===== src/rtl/cpu_pkg.sv =====
// Shared definitions for the 4-bit CPU control path.
//   - opcode_e : 4-bit instruction opcodes (NOP..HLT; 0xC-0xF undefined)
//   - ALU_*    : 3-bit ALU function selects, shared with the ALU
//   - state_e  : sequencer states
//   - dec_t    : decoded EXEC strobes produced by cpu_opcode_decode
//   - OPC_MSB/OPC_LSB : opcode field position inside the instruction byte
package cpu_pkg;

  localparam int OPC_MSB = 7;
  localparam int OPC_LSB = 4;

  typedef enum logic [3:0] {
    OP_NOP = 4'h0, OP_ADD = 4'h1, OP_SUB = 4'h2, OP_AND = 4'h3,
    OP_OR  = 4'h4, OP_XOR = 4'h5, OP_NOT = 4'h6, OP_MOV = 4'h7,
    OP_LDI = 4'h8, OP_JMP = 4'h9, OP_JZ  = 4'hA, OP_HLT = 4'hB
  } opcode_e;

  localparam logic [2:0] ALU_ADD = 3'd0;
  localparam logic [2:0] ALU_SUB = 3'd1;
  localparam logic [2:0] ALU_AND = 3'd2;
  localparam logic [2:0] ALU_OR  = 3'd3;
  localparam logic [2:0] ALU_XOR = 3'd4;
  localparam logic [2:0] ALU_NOT = 3'd5;

  typedef enum logic [2:0] {
    S_IDLE, S_FETCH, S_DECODE, S_EXEC, S_WB, S_PAUSE, S_HALT
  } state_e;

  typedef struct packed {
    logic       acc_load;
    logic       rf_write;
    logic       imm;
    logic       pc_load;
    logic [2:0] alu_op;
    logic       illegal;
  } dec_t;

endpackage


===== src/rtl/cpu_opcode_decode.sv =====
// Combinational opcode decoder.
//   opcode_i : instruction opcode field
//   zero_i   : accumulator-zero flag (qualifies JZ)
//   dec_o    : {acc_load, rf_write, imm, pc_load, alu_op, illegal}
module cpu_opcode_decode
  import cpu_pkg::*;
(
  input  logic [3:0] opcode_i,
  input  logic       zero_i,
  output dec_t       dec_o
);

  always_comb begin
    dec_o = '0;
    case (opcode_i)
      OP_NOP, OP_HLT: ;
      OP_ADD: begin dec_o.acc_load = 1'b1; dec_o.alu_op = ALU_ADD; end
      OP_SUB: begin dec_o.acc_load = 1'b1; dec_o.alu_op = ALU_SUB; end
      OP_AND: begin dec_o.acc_load = 1'b1; dec_o.alu_op = ALU_AND; end
      OP_OR:  begin dec_o.acc_load = 1'b1; dec_o.alu_op = ALU_OR;  end
      OP_XOR: begin dec_o.acc_load = 1'b1; dec_o.alu_op = ALU_XOR; end
      OP_NOT: begin dec_o.acc_load = 1'b1; dec_o.alu_op = ALU_NOT; end
      OP_MOV: dec_o.rf_write = 1'b1;
      OP_LDI: begin dec_o.rf_write = 1'b1; dec_o.imm = 1'b1; end
      OP_JMP: dec_o.pc_load = 1'b1;
      OP_JZ:  dec_o.pc_load = zero_i;
      default: dec_o.illegal = 1'b1;  // 0xC-0xF execute as NOP
    endcase
  end

endmodule


===== src/rtl/cpu_sequencer.sv =====
// Multi-cycle FETCH/DECODE/EXEC/WB sequencer with run/halt/single-step
// control and a retired-instruction counter.
//   clk, reset        : clock, synchronous active-high reset
//   start, step_mode  : leave IDLE/PAUSE/HALT; pause after each instruction
//   instruction       : ROM byte at current PC, acc_zero : datapath flag
//   ir_load, pc_enable, pc_load, acc_load, rf_write, imm, alu_op : strobes
//   busy, halted, illegal (sticky), retired : status
// All outputs are registers loaded from the next-state decode, so each
// output is valid exactly during the state it belongs to.
module cpu_sequencer
  import cpu_pkg::*;
#(
  parameter int RETIRE_W = 8
) (
  input  logic                clk,
  input  logic                reset,
  input  logic                start,
  input  logic                step_mode,
  input  logic [7:0]          instruction,
  input  logic                acc_zero,
  output logic                ir_load,
  output logic                pc_enable,
  output logic                pc_load,
  output logic                acc_load,
  output logic                rf_write,
  output logic                imm,
  output logic [2:0]          alu_op,
  output logic                busy,
  output logic                halted,
  output logic                illegal,
  output logic [RETIRE_W-1:0] retired
);

  state_e              state_q, state_d;
  logic [3:0]          opc_q, opc_d;
  dec_t                exe_q, exe_d;
  logic                ir_load_q, ir_load_d;
  logic                pc_enable_q, pc_enable_d;
  logic                busy_q, busy_d;
  logic                halted_q, halted_d;
  logic                illegal_q, illegal_d;
  logic [RETIRE_W-1:0] retired_q, retired_d;
  dec_t                dec;

  // Operand field is consumed by the datapath, not here.
  logic unused_operand;
  assign unused_operand = ^instruction[OPC_LSB-1:0];

  // Decoded on the DECODE->EXEC edge from the same opcode and zero flag
  // that are latched on that edge; the JZ zero-flag decision lives on in
  // exe_q.pc_load, which also suppresses the WB increment.
  cpu_opcode_decode u_dec (
    .opcode_i (instruction[OPC_MSB:OPC_LSB]),
    .zero_i   (acc_zero),
    .dec_o    (dec)
  );

  always_comb begin
    state_d = state_q;
    case (state_q)
      S_IDLE, S_PAUSE, S_HALT: if (start) state_d = S_FETCH;
      S_FETCH:  state_d = S_DECODE;
      S_DECODE: state_d = S_EXEC;
      S_EXEC:   state_d = S_WB;
      S_WB: begin
        if (opc_q == OP_HLT) state_d = S_HALT;
        else if (step_mode)  state_d = S_PAUSE;
        else                 state_d = S_FETCH;
      end
      default:  state_d = S_IDLE;
    endcase

    opc_d       = (state_q == S_DECODE) ? instruction[OPC_MSB:OPC_LSB] : opc_q;
    exe_d       = (state_d == S_EXEC) ? dec : '0;
    ir_load_d   = (state_d == S_FETCH);
    // state_d==WB only follows EXEC, where exe_q holds the jump decision.
    pc_enable_d = (state_d == S_WB) && !exe_q.pc_load;
    busy_d      = (state_d == S_FETCH) || (state_d == S_DECODE) ||
                  (state_d == S_EXEC)  || (state_d == S_WB);
    halted_d    = (state_d == S_HALT);
    illegal_d   = illegal_q | exe_d.illegal;
    retired_d   = retired_q + ((state_q == S_WB) ? RETIRE_W'(1) : RETIRE_W'(0));
  end

  always_ff @(posedge clk) begin
    if (reset) begin
      state_q     <= S_IDLE;
      opc_q       <= 4'h0;
      exe_q       <= '0;
      ir_load_q   <= 1'b0;
      pc_enable_q <= 1'b0;
      busy_q      <= 1'b0;
      halted_q    <= 1'b0;
      illegal_q   <= 1'b0;
      retired_q   <= '0;
    end else begin
      state_q     <= state_d;
      opc_q       <= opc_d;
      exe_q       <= exe_d;
      ir_load_q   <= ir_load_d;
      pc_enable_q <= pc_enable_d;
      busy_q      <= busy_d;
      halted_q    <= halted_d;
      illegal_q   <= illegal_d;
      retired_q   <= retired_d;
    end
  end

  assign ir_load   = ir_load_q;
  assign pc_enable = pc_enable_q;
  assign pc_load   = exe_q.pc_load;
  assign acc_load  = exe_q.acc_load;
  assign rf_write  = exe_q.rf_write;
  assign imm       = exe_q.imm;
  assign alu_op    = exe_q.alu_op;
  assign busy      = busy_q;
  assign halted    = halted_q;
  assign illegal   = illegal_q;
  assign retired   = retired_q;

endmodule


===== config.mk =====
export PLATFORM = sky130hd
export DESIGN_NAME = cpu_sequencer
export DESIGN_NICKNAME = d
export VERILOG_FILES = /design/src/rtl/cpu_pkg.sv /design/src/rtl/cpu_opcode_decode.sv /design/src/rtl/cpu_sequencer.sv
export SDC_FILE = /design/constraint.sdc
export NUM_CORES = 1
export LEC_CHECK = 0
export BUFFER_PORTS_ARGS = -buffer_cell sky130_fd_sc_hd__buf_2
export CAP_MARGIN = 5
export CORE_MARGIN = 2
export CORE_UTILIZATION = 54
export DETAILED_ROUTE_END_ITERATION = 10
export MAX_ROUTING_LAYER = met4
export PLACE_DENSITY = 0.81
export SYNTH_ARGS = -nofsm -noshare
export SYNTH_HDL_FRONTEND = slang
export SYNTH_SLANG_ARGS = --single-unit

===== constraint.sdc =====
create_clock -name clk -period 2.7 [get_ports clk]
set_input_delay 0.675 -clock clk [delete_from_list [all_inputs] [get_ports clk]]
set_output_delay 0.675 -clock clk [all_outputs]
set_load 0.005 [all_outputs]

==> results.ini <==
[status]
status=finished, final reports clean

[route]
vias=942
drcViolationCount=0
drtPass1Iterations=4
routed_wl_mm=2.17
viasPerCell=5.29
routedWlPerCell_um=12.2
drt_iter0_markers=19
ant_nets=0

[final_layout]
diodes=0
final_nets=166
area_growth_pct=13.1
drive_gt1_share_pct=30.7

[placed_design]
io_buffers=28
dp_hpwl_mm=1.56
routabilityCongestion=0.789

[clocking]
h-tree-depth=1
cts.sinks=27
cts_tree=built
ctsResizeCount=0
clkLatencyLatePin_ns=0.32
cts_buffers=3
cts_root_buf=clkbuf_4
cts.clk_slew.worst_paths_ns=0.13
cts.hold.buffers_added=0
cts_setup_buffers=0
clock_path_buffers=2

[worst_setup_path]
startpoint=state_q[2]
worst_ep_arrival_time_ns=2.05
cp.depth=6
slowest_stage=dfxtp_1
cp_num_buf_inv=0
worstPathMaxFanout=14
max_stage_delay_ns=0.64
worst_setup_path_start_kind=register
cp-endpoint=retired[7]
critPathTopFamily=simple AND/OR/NAND/NOR gates
critPathKind=reg -> reg
worst_setup_path_end_kind=register
reg2reg_from=state_q[2]
r2r_cells=6
required_ns=2.91
timing.rr.end=retired[7]
reg2reg_slack_ns=0.86
cp_cell_sequence=nor3b_2 -> ha_1 -> and3_1 -> nand3_1 -> xor2_1 -> nor2_1

[global_routing]
grt_pass1_vias=882
grtUsageTotal_pct=19.6
grt_overflow_total=0
antenna_found_initial=0
grt_max_degree=23
grt_pass1_wl_mm=3.72

[power_and_ir_drop]
pwr-share-seq_pct=63.8
p_per_area_mw_per_mm2=483
pwr-share-clk_pct=25.1
internal_power_uw=501
leakage_nw=0.605
ir_drop_uv=364
power_frac_comb_pct=11.1
p_switching_uw=162
switching_share_pct=24.4

[logic_synthesis]
dominantRegCellSynth=dfxtp_1
ys_types=45
synth_fp_nets=141
synthMuxAreaShare_pct=4.23
avgSynthCellArea_um2=9.63
yosys.area.top_type=dfxtp_1
netlist_area_mm2=0.00121
ys_seq_area_share_pct=44.5
synth_common_cells=27 x dfxtp_1, 20 x nor2_1, 7 x nand2_1
synth.most_common_cell=dfxtp_1
synth_xor_area_share_pct=5.05
synthSimpleGateAreaFrac_pct=29.2
synth_cells=126
yosysTopAreaCellShare_pct=44.5
synth-seq-cells=27
async_flop_share_pct=0
yosys.area_share.adder_pct=2.99
ys_top_cells_by_area=dfxtp_1 45%, nor2_1 6.2%, xor2_1 3.6%, mux2i_1 3.3%, nor3_2 2.5%
synth_top_family_by_area=simple AND/OR/NAND/NOR gates
yosys_warnings=0
synth_compound_area_share_pct=9.59
synth-edff-count=0

[timing]
fin_skew_ns=0.00619
post-route-period-util_pct=68.3
setup_violations=0
tns_ns=0
hold_violations=0
finalCriticalPeriod_ns=1.84
whs_ns=0.438
rsz0062_at_grt=false
slew_headroom_pct=68.6
clock.fmax_mhz=543
tightest_slew_ns=0.471
slew_viol_final=0

[floorplan]
die_h_um=51.4
initial_utilization_pct=55.9
num_rows=17
die_w_um=51.4
ioPinCount=33
core-area_mm2=0.00217
die_area_mm2=0.00264

[min_path]
hold_class=reg -> reg

[job]
drv_cap=0

-- worst register-to-register path: cells and delay by family (launching register included) --
kind          cells  cell delay, ns
xor+xnor          1            0.14
fa+ha+maj         1            0.21
flops             1            0.64
simple gates      4            0.74
-- layout make-up --
type                       instances  area (um^2)
fill                             197          797
multi-input combinational         88          619
sequential                        27          541
timing repair buffer              28          140
tap                               28         35.0
clock buffer                       4         26.3
inverter                           3         11.3
-- cells in the final DEF, fill, tap and decap left out, types with 2 or more instances in the layout --
master / count
xnor2_1: 2
nor2_1: 20
clkbuf_4: 3
nor3b_2: 2
a31oi_1: 2
nand2_1: 7
ha_1: 2
inv_1: 2
a211oi_1: 3
nor3_2: 3
buf_2: 28
nor2b_1: 4
mux2i_1: 4
dfxtp_1: 27
nand3_1: 5
and3_1: 3
a21oi_1: 2
xor2_1: 5
o21ai_1: 2
-- registers in the layout, indices dropped and copies added, names as in the netlist --
register / flops
pc_enable: 1
opc_q: 4
halted: 1
illegal: 1
retired: 8
pc_load: 1
state_q: 3
imm: 1
acc_load: 1
ir_load: 1
busy: 1
rf_write: 1
alu_op: 3
-- metrics by stage --
| stage | utilization [%] | cells | cell area [um^2] | power [mW] | worst slack (ns) |
|---|---|---|---|---|---|
| 2_1_floorplan | - | 126 | 1210 | 0.487 | 1.23 |
| 3_3_place_gp | 62.1 | 174 | 1350 | 0.502 | 0.951 |
| 3_5_place_dp | 62.1 | 174 | 1350 | 0.505 | 0.899 |
| 4_1_cts | 63.3 | 178 | 1370 | 0.673 | 0.858 |
| 5_1_grt | 63.3 | 178 | 1370 | 0.702 | 0.661 |
| 6_report | 63.3 | 178 | 1370 | 0.663 | 0.857 |
-- power by group through the flow --
stage / registers (mW) / clock network, mW / logic [mW]
5_1_grt: 0.426 / 0.194 / 0.0819
4_1_cts: 0.423 / 0.177 / 0.0737
3_5_place_dp: 0.432 / 0 / 0.0734
2_1_floorplan: 0.423 / 0 / 0.0640
3_3_place_gp: 0.431 / 0 / 0.0708
6_report: 0.423 / 0.166 / 0.0734
-- routing by layer --
metal | global-route usage (%) | up-vias | routed length, um
met4 | 13.2 | 0 | 63
met5 | - | - | 0
li1 | - | 483 | -
met3 | 3.51 | 6 | 74
met2 | 29.9 | 18 | 1040
met1 | 23.5 | 435 | 989
-- how the worst min path moves through the flow --
stage                 start   endpoint  slack [ns]  cells after the start
floorplan           pc_load  pc_enable        0.44                      1
global placement    pc_load  pc_enable        0.42                      1
detailed placement  pc_load  pc_enable        0.42                      1
CTS                 pc_load  pc_enable        0.44                      1
global route        pc_load  pc_enable        0.48                      1
finish              pc_load  pc_enable        0.44                      1
-- logic make-up (layout without fill, tap and decap cells) --
kind of cell | Yosys count | count (layout)
and+or+nand+nor | 58 | 58
DFF | 27 | 27
AOI/OAI and AO/OA | 15 | 15
buffers and inverters | 11 | 35
xor gates and xnor gates | 7 | 7
muxes | 5 | 5
adders and majority gates | 3 | 3
Note: power is estimated with default switching activity, not from simulation.
